$ cat src/rtl/ram_arbiter.sv
// Two-port round-robin arbiter in front of a dual-SRAM access block.
// Each grant runs one memory transaction and ends in a single ack or timeout err pulse.
module ram_arbiter #(
    parameter int TIMEOUT = 15
) (
    input  logic        clk,
    input  logic        rst,
    input  logic        p0_req,
    input  logic        p0_we,
    input  logic [16:0] p0_addr,
    input  logic [15:0] p0_wdata,
    output logic        p0_ack,
    output logic        p0_err,
    output logic [15:0] p0_rdata,
    input  logic        p1_req,
    input  logic        p1_we,
    input  logic [16:0] p1_addr,
    input  logic [15:0] p1_wdata,
    output logic        p1_ack,
    output logic        p1_err,
    output logic [15:0] p1_rdata,
    output logic        mem_en,
    output logic        mem_re,
    output logic        mem_we,
    output logic [16:0] mem_addr,
    output logic [15:0] mem_wdata,
    input  logic        mem_done,
    input  logic [15:0] mem_rdata,
    output logic        busy
);

    typedef enum logic [1:0] {
        ST_IDLE   = 2'd0,
        ST_ACCESS = 2'd1,
        ST_RESP   = 2'd2
    } state_t;

    localparam logic [7:0] CNT_LAST = 8'(TIMEOUT - 1);

    state_t      state_q, state_d;
    logic        win_q, win_d;
    logic        last_q, last_d;
    logic        we_q, we_d;
    logic [16:0] addr_q, addr_d;
    logic [15:0] wdata_q, wdata_d;
    logic [7:0]  cnt_q, cnt_d;
    logic        err_q, err_d;
    logic [15:0] rdata_q [2];
    logic [15:0] rdata_d [2];

    logic        resp_ok, resp_err;
    logic [1:0]  ack_w, err_w;

    always_ff @(posedge clk) begin
        if (rst) begin
            state_q    <= ST_IDLE;
            win_q      <= 1'b0;
            last_q     <= 1'b1;
            we_q       <= 1'b0;
            addr_q     <= '0;
            wdata_q    <= '0;
            cnt_q      <= '0;
            err_q      <= 1'b0;
            rdata_q[0] <= '0;
            rdata_q[1] <= '0;
        end else begin
            state_q    <= state_d;
            win_q      <= win_d;
            last_q     <= last_d;
            we_q       <= we_d;
            addr_q     <= addr_d;
            wdata_q    <= wdata_d;
            cnt_q      <= cnt_d;
            err_q      <= err_d;
            rdata_q[0] <= rdata_d[0];
            rdata_q[1] <= rdata_d[1];
        end
    end

    always_comb begin
        state_d    = state_q;
        win_d      = win_q;
        last_d     = last_q;
        we_d       = we_q;
        addr_d     = addr_q;
        wdata_d    = wdata_q;
        cnt_d      = cnt_q;
        err_d      = err_q;
        rdata_d[0] = rdata_q[0];
        rdata_d[1] = rdata_q[1];
        case (state_q)
            ST_IDLE: begin
                if (p0_req || p1_req) begin
                    // Contention goes to the port not granted last; a lone requester always wins.
                    win_d   = (p0_req && p1_req) ? ~last_q : p1_req;
                    last_d  = win_d;
                    we_d    = win_d ? p1_we    : p0_we;
                    addr_d  = win_d ? p1_addr  : p0_addr;
                    wdata_d = win_d ? p1_wdata : p0_wdata;
                    cnt_d   = '0;
                    state_d = ST_ACCESS;
                end
            end
            ST_ACCESS: begin
                if (mem_done) begin
                    err_d = 1'b0;
                    if (!we_q) begin
                        rdata_d[win_q] = mem_rdata;
                    end
                    state_d = ST_RESP;
                end else if (cnt_q == CNT_LAST) begin
                    err_d   = 1'b1;
                    state_d = ST_RESP;
                end else begin
                    cnt_d = cnt_q + 8'd1;
                end
            end
            ST_RESP: begin
                state_d = ST_IDLE;
            end
            default: begin
                state_d = ST_IDLE;
            end
        endcase
    end

    always_comb begin
        mem_en    = (state_q == ST_ACCESS);
        mem_re    = (state_q == ST_ACCESS) && !we_q;
        mem_we    = (state_q == ST_ACCESS) && we_q;
        mem_addr  = addr_q;
        mem_wdata = wdata_q;
        busy      = (state_q != ST_IDLE);
        resp_ok   = (state_q == ST_RESP) && !err_q;
        resp_err  = (state_q == ST_RESP) && err_q;
    end

    generate
        for (genvar gi = 0; gi < 2; gi++) begin : g_port
            assign ack_w[gi] = resp_ok  && (win_q == 1'(gi));
            assign err_w[gi] = resp_err && (win_q == 1'(gi));
        end
    endgenerate

    assign p0_ack   = ack_w[0];
    assign p0_err   = err_w[0];
    assign p1_ack   = ack_w[1];
    assign p1_err   = err_w[1];
    assign p0_rdata = rdata_q[0];
    assign p1_rdata = rdata_q[1];

endmodule

$ cat config.mk
export PLATFORM = sky130hd
export DESIGN_NAME = ram_arbiter
export DESIGN_NICKNAME = d
export VERILOG_FILES = /design/src/rtl/ram_arbiter.sv
export SDC_FILE = /design/constraint.sdc
export NUM_CORES = 1
export LEC_CHECK = 0
export ABC_AREA = 1
export CELL_PAD_IN_SITES_DETAIL_PLACEMENT = 0
export CELL_PAD_IN_SITES_GLOBAL_PLACEMENT = 1
export CORE_MARGIN = 2
export CORE_UTILIZATION = 31
export CTS_BUF_LIST = sky130_fd_sc_hd__clkbuf_4
export CTS_CLUSTER_SIZE = 8
export DETAILED_ROUTE_END_ITERATION = 7
export GPL_TIMING_DRIVEN = 0
export HOLD_SLACK_MARGIN = 0.06
export PLACE_DENSITY_LB_ADDON = 0.2
export SYNTH_ARGS = -nofsm -noshare
export SYNTH_HDL_FRONTEND = slang
export SYNTH_SLANG_ARGS = --single-unit
$ cat constraint.sdc
create_clock -name clk -period 3 [get_ports clk]
set_clock_uncertainty 0.15 [all_clocks]
set_input_delay 0.6 -clock clk [delete_from_list [all_inputs] [get_ports clk]]
set_output_delay 0.6 -clock clk [all_outputs]
set_load 0.02 [all_outputs]
==> run_results.csv <==
group,metric,value,unit
floorplanning,fp.dieArea,0.0120,mm2
logic_synthesis,synth-edff-count,0,
cts,postCtsResizedCells,0,
sta,fmax,0.390,GHz
power,powerDensity,474,mW/mm2
logic_synthesis,ys_seq_area_share,45.9,%
cts,cts_tree,"built",
logic_synthesis,synthMuxAreaShare,0,%
worst_setup_path,path_class,"flop to output port",
power,p_leak,2.05,nW
grt,grt_usage,18.1,%
worst_setup_path,cp_max_fo,8,
logic_synthesis,synth_xor_area_share,0,%
run_status,status,"completed",
cts,cts_max_level,3,
grt,grt_max_degree,16,
cts,clockBufferDepth,2,
sta,period_share,85.4,%
floorplanning,coreArea,0.0108,mm2
logic_synthesis,synthArstFlopShare,0,%
drt,drt_iter0_markers,126,
grt,grt_pass1_wl,16900,um
worst_setup_path,critPathCaptureType,"output port",
floorplanning,die_w,109,um
logic_synthesis,synthFlopType,"dfxtp_1",
layout,drive_above_1_share,8.41,%
logic_synthesis,synth_commonest_cells,"96 x nand2_1, 79 x dfxtp_1, 48 x inv_1",
worst_setup_path,startpoint_type,"flop",
floorplanning,fp.dieH,109,um
logic_synthesis,yosysTopAreaCell,"dfxtp_1",
sta,hold_violations,0,
logic_synthesis,yosysUniqueCellTypes,29,
worst_setup_path,slowest_stage,"clkdlybuf4s50_1",
power,p_sw_share,32.1,%
grt,antenna_found_initial,0,
worst_hold_path,hold_class,"flop to flop",
power,power_switching,0.000818,W
layout,final_nets,716,
worst_setup_path,cp_top_family,"buffers and inverters",
sta,setup_viol,0,
floorplanning,io_pins,162,
worst_setup_path,critPathMaxStageDelay,0.63,ns
place,dpl-instance-area,0.00523,mm2
worst_hold_path,hold_start,"rdata_q[0][23]",
logic_synthesis,ys_ff_latch,79,
place,portBuffers,161,
logic_synthesis,synth_top_family_by_area,"compound AO/OA/AOI/OAI gates",
cts,cts_buffers,9,
logic_synthesis,synthAdderAreaFrac,0.727,%
cts,clkSlewWorstSetupHoldPaths,0.13,ns
worst_setup_path,path_depth,4,
power,p_clk_share,26.5,%
worst_setup_path,arrival,1.81,ns
power,comb_power_share,26.9,%
layout,area_delta_synth_final,56.2,%
flow_run,maxCapViolations,0,
worst_setup_path,worst-path-buf-inv,3,
worst_setup_path,crit_chain,"inv_2 -> nand2_4 -> inv_1 -> clkdlybuf4s50_1",
sta,rsz0062_at_grt,"false",
drt,post_drt_wl_per_cell,13.7,um
drt,vias_per_cell,4.66,
layout,utilization,49.6,%
worst_hold_path,hold_depth,2,
worst_setup_path,crit_required,2.25,ns
place,dp_hpwl,8040,um
sta,setup-tns-final,0,ns
power,power.share.sequential,46.6,%
sta,worst_pin_slew,0.459,ns
worst_setup_path,rr_worst_depth,8,
layout,num_antenna_cells,0,
logic_synthesis,syn_inst,453,
logic_synthesis,synth_area,0.00344,mm2
drt,drt_wl_total,10600,um
logic_synthesis,yosysMostFrequentCell,"nand2_1",
logic_synthesis,netlist_top_cells_area,"dfxtp_1 46%, nand2_1 10%, a31oi_1 6.2%",
logic_synthesis,yosys_warnings,0,
layout,final_area,0.00538,mm2
cts,postCtsHoldBufs,0,
power,ir_worst_vdd,0.000226,V
sta,relSlewSlack,69.4,%
cts,clk_latency,0.43,ns
worst_setup_path,cp-startpoint,"state_q[1]",
cts,cts_num_sinks,79,
power,intPower,0.00173,W
logic_synthesis,synth_fp_nets,544,
drt,drt_pass1_iterations,4,
logic_synthesis,synth_top_area_share,45.9,%
drt,drc,0,
floorplanning,start_util,31.8,%
floorplanning,rows,38,
sta,slew_violations,0,
worst_setup_path,rr_startpoint,"cnt_q[0]",
cts,post-cts-setup-buffers,0,
logic_synthesis,yosys.area_share.simple,20.1,%
sta,min_period,2.56,ns
grt,overflow,0,
place,place.gp.congestion,0.793,
cts,cts-root-buf,"clkbuf_4",
logic_synthesis,synth.avg_cell_area,7.60,um2
logic_synthesis,synth-compound-area-share,22.6,%
drt,vias,3587,
grt,grt_pass1_vias,3461,
drt,final_antenna_net_count,0,
-- path summary, 6_finish.rpt --
| kind | endpoint | slack, ns |
|---|---|---|
| hold reg to reg | rdata_q[0][23] | 0.31 |
| hold / removal | rdata_q[0][23] | 0.31 |
| setup reg to reg | err_q | 1.45 |
| setup / recovery | mem_en | 0.44 |
-- area by class of cell --
type	count	area, um2
fill	1091	5460
sequential	79	1580
timing repair buffer	161	1610
clock buffer	9	67.6
tap	140	175
inverter	53	199
multi-input combinational	295	1500
clock inverter	7	80.1
buffer	26	165
-- cell families after synthesis --
family	count (synthesis)
AO/OA/AOI/OAI	143
buffers and inverters	79
AND/OR/NAND/NOR	150
adder cells (fa/ha/maj)	2
flip-flops	79
-- power groups by stage --
| stage | Sequential [W] | Clock (W) | Combinational [W] |
|---|---|---|---|
| 2_1_floorplan | 0.00129 | 0 | 0.000254 |
| 3_3_place_gp | 0.00121 | 0 | 0.000690 |
| 3_5_place_dp | 0.00121 | 0 | 0.000690 |
| 4_1_cts | 0.00119 | 0.000698 | 0.000693 |
| 5_1_grt | 0.00120 | 0.000747 | 0.000752 |
| 6_report | 0.00119 | 0.000675 | 0.000685 |
-- routing by layer --
metal	GRT usage (%)	vias up	part of all wire [%]
met5	0	-	0
li1	-	1838	-
met4	5.61	0	1.6
met3	6.46	11	8.5
met1	22.4	1610	44
met2	29.4	128	46
-- cells in the final DEF (no fill, tap or decap) --
cell               n
a21oi_1           37
a31oi_1           34
buf_1              2
buf_2              9
buf_4              3
buf_6              6
bufinv_16          1
clkbuf_1           6
clkbuf_4           9
clkdlybuf4s50_1  161
clkinv_1           1
clkinv_4           2
clkinvlp_4         2
dfxtp_1           79
ha_1               2
inv_1             48
inv_2              4
inv_6              2
nand2_1           96
nand2_2            1
nand2_4            3
nand3_1           13
nand3_2            1
nand3_4            2
nand3b_1           2
nor2_1            26
nor2_2             2
nor2_4             1
nor2_8             2
nor3_1             1
o21ai_0           41
o21ai_1           27
o21ai_2            2
o21ai_4            1
o21bai_1           1
-- metrics by stage --
stage | power (W) | setup WS, ns | instances | hold WS [ns]
6_report | 0.00255 | 0.437 | 770 | 0.306
2_1_floorplan | 0.00154 | 1.43 | 453 | 0.279
4_1_cts | 0.00258 | 0.391 | 770 | 0.305
3_3_place_gp | 0.00190 | 0.579 | 754 | 0.282
5_1_grt | 0.00270 | 0.269 | 770 | 0.320
3_5_place_dp | 0.00190 | 0.556 | 754 | 0.286
-- state kept, by name, summed over array words and instances (netlist names) --
register   cells
win_q          1
err_q          1
state_q        2
mem_addr      17
rdata_q       32
last_q         1
mem_wdata     16
we_q           1
cnt_q          8
-- worst min-delay path, stage by stage, from the launching register on --
cell,delay (ns)
dfxtp_1,0.33
inv_1,0.05
a21oi_1,0.05
No activity file was read; power rests on OpenSTA's default activity.
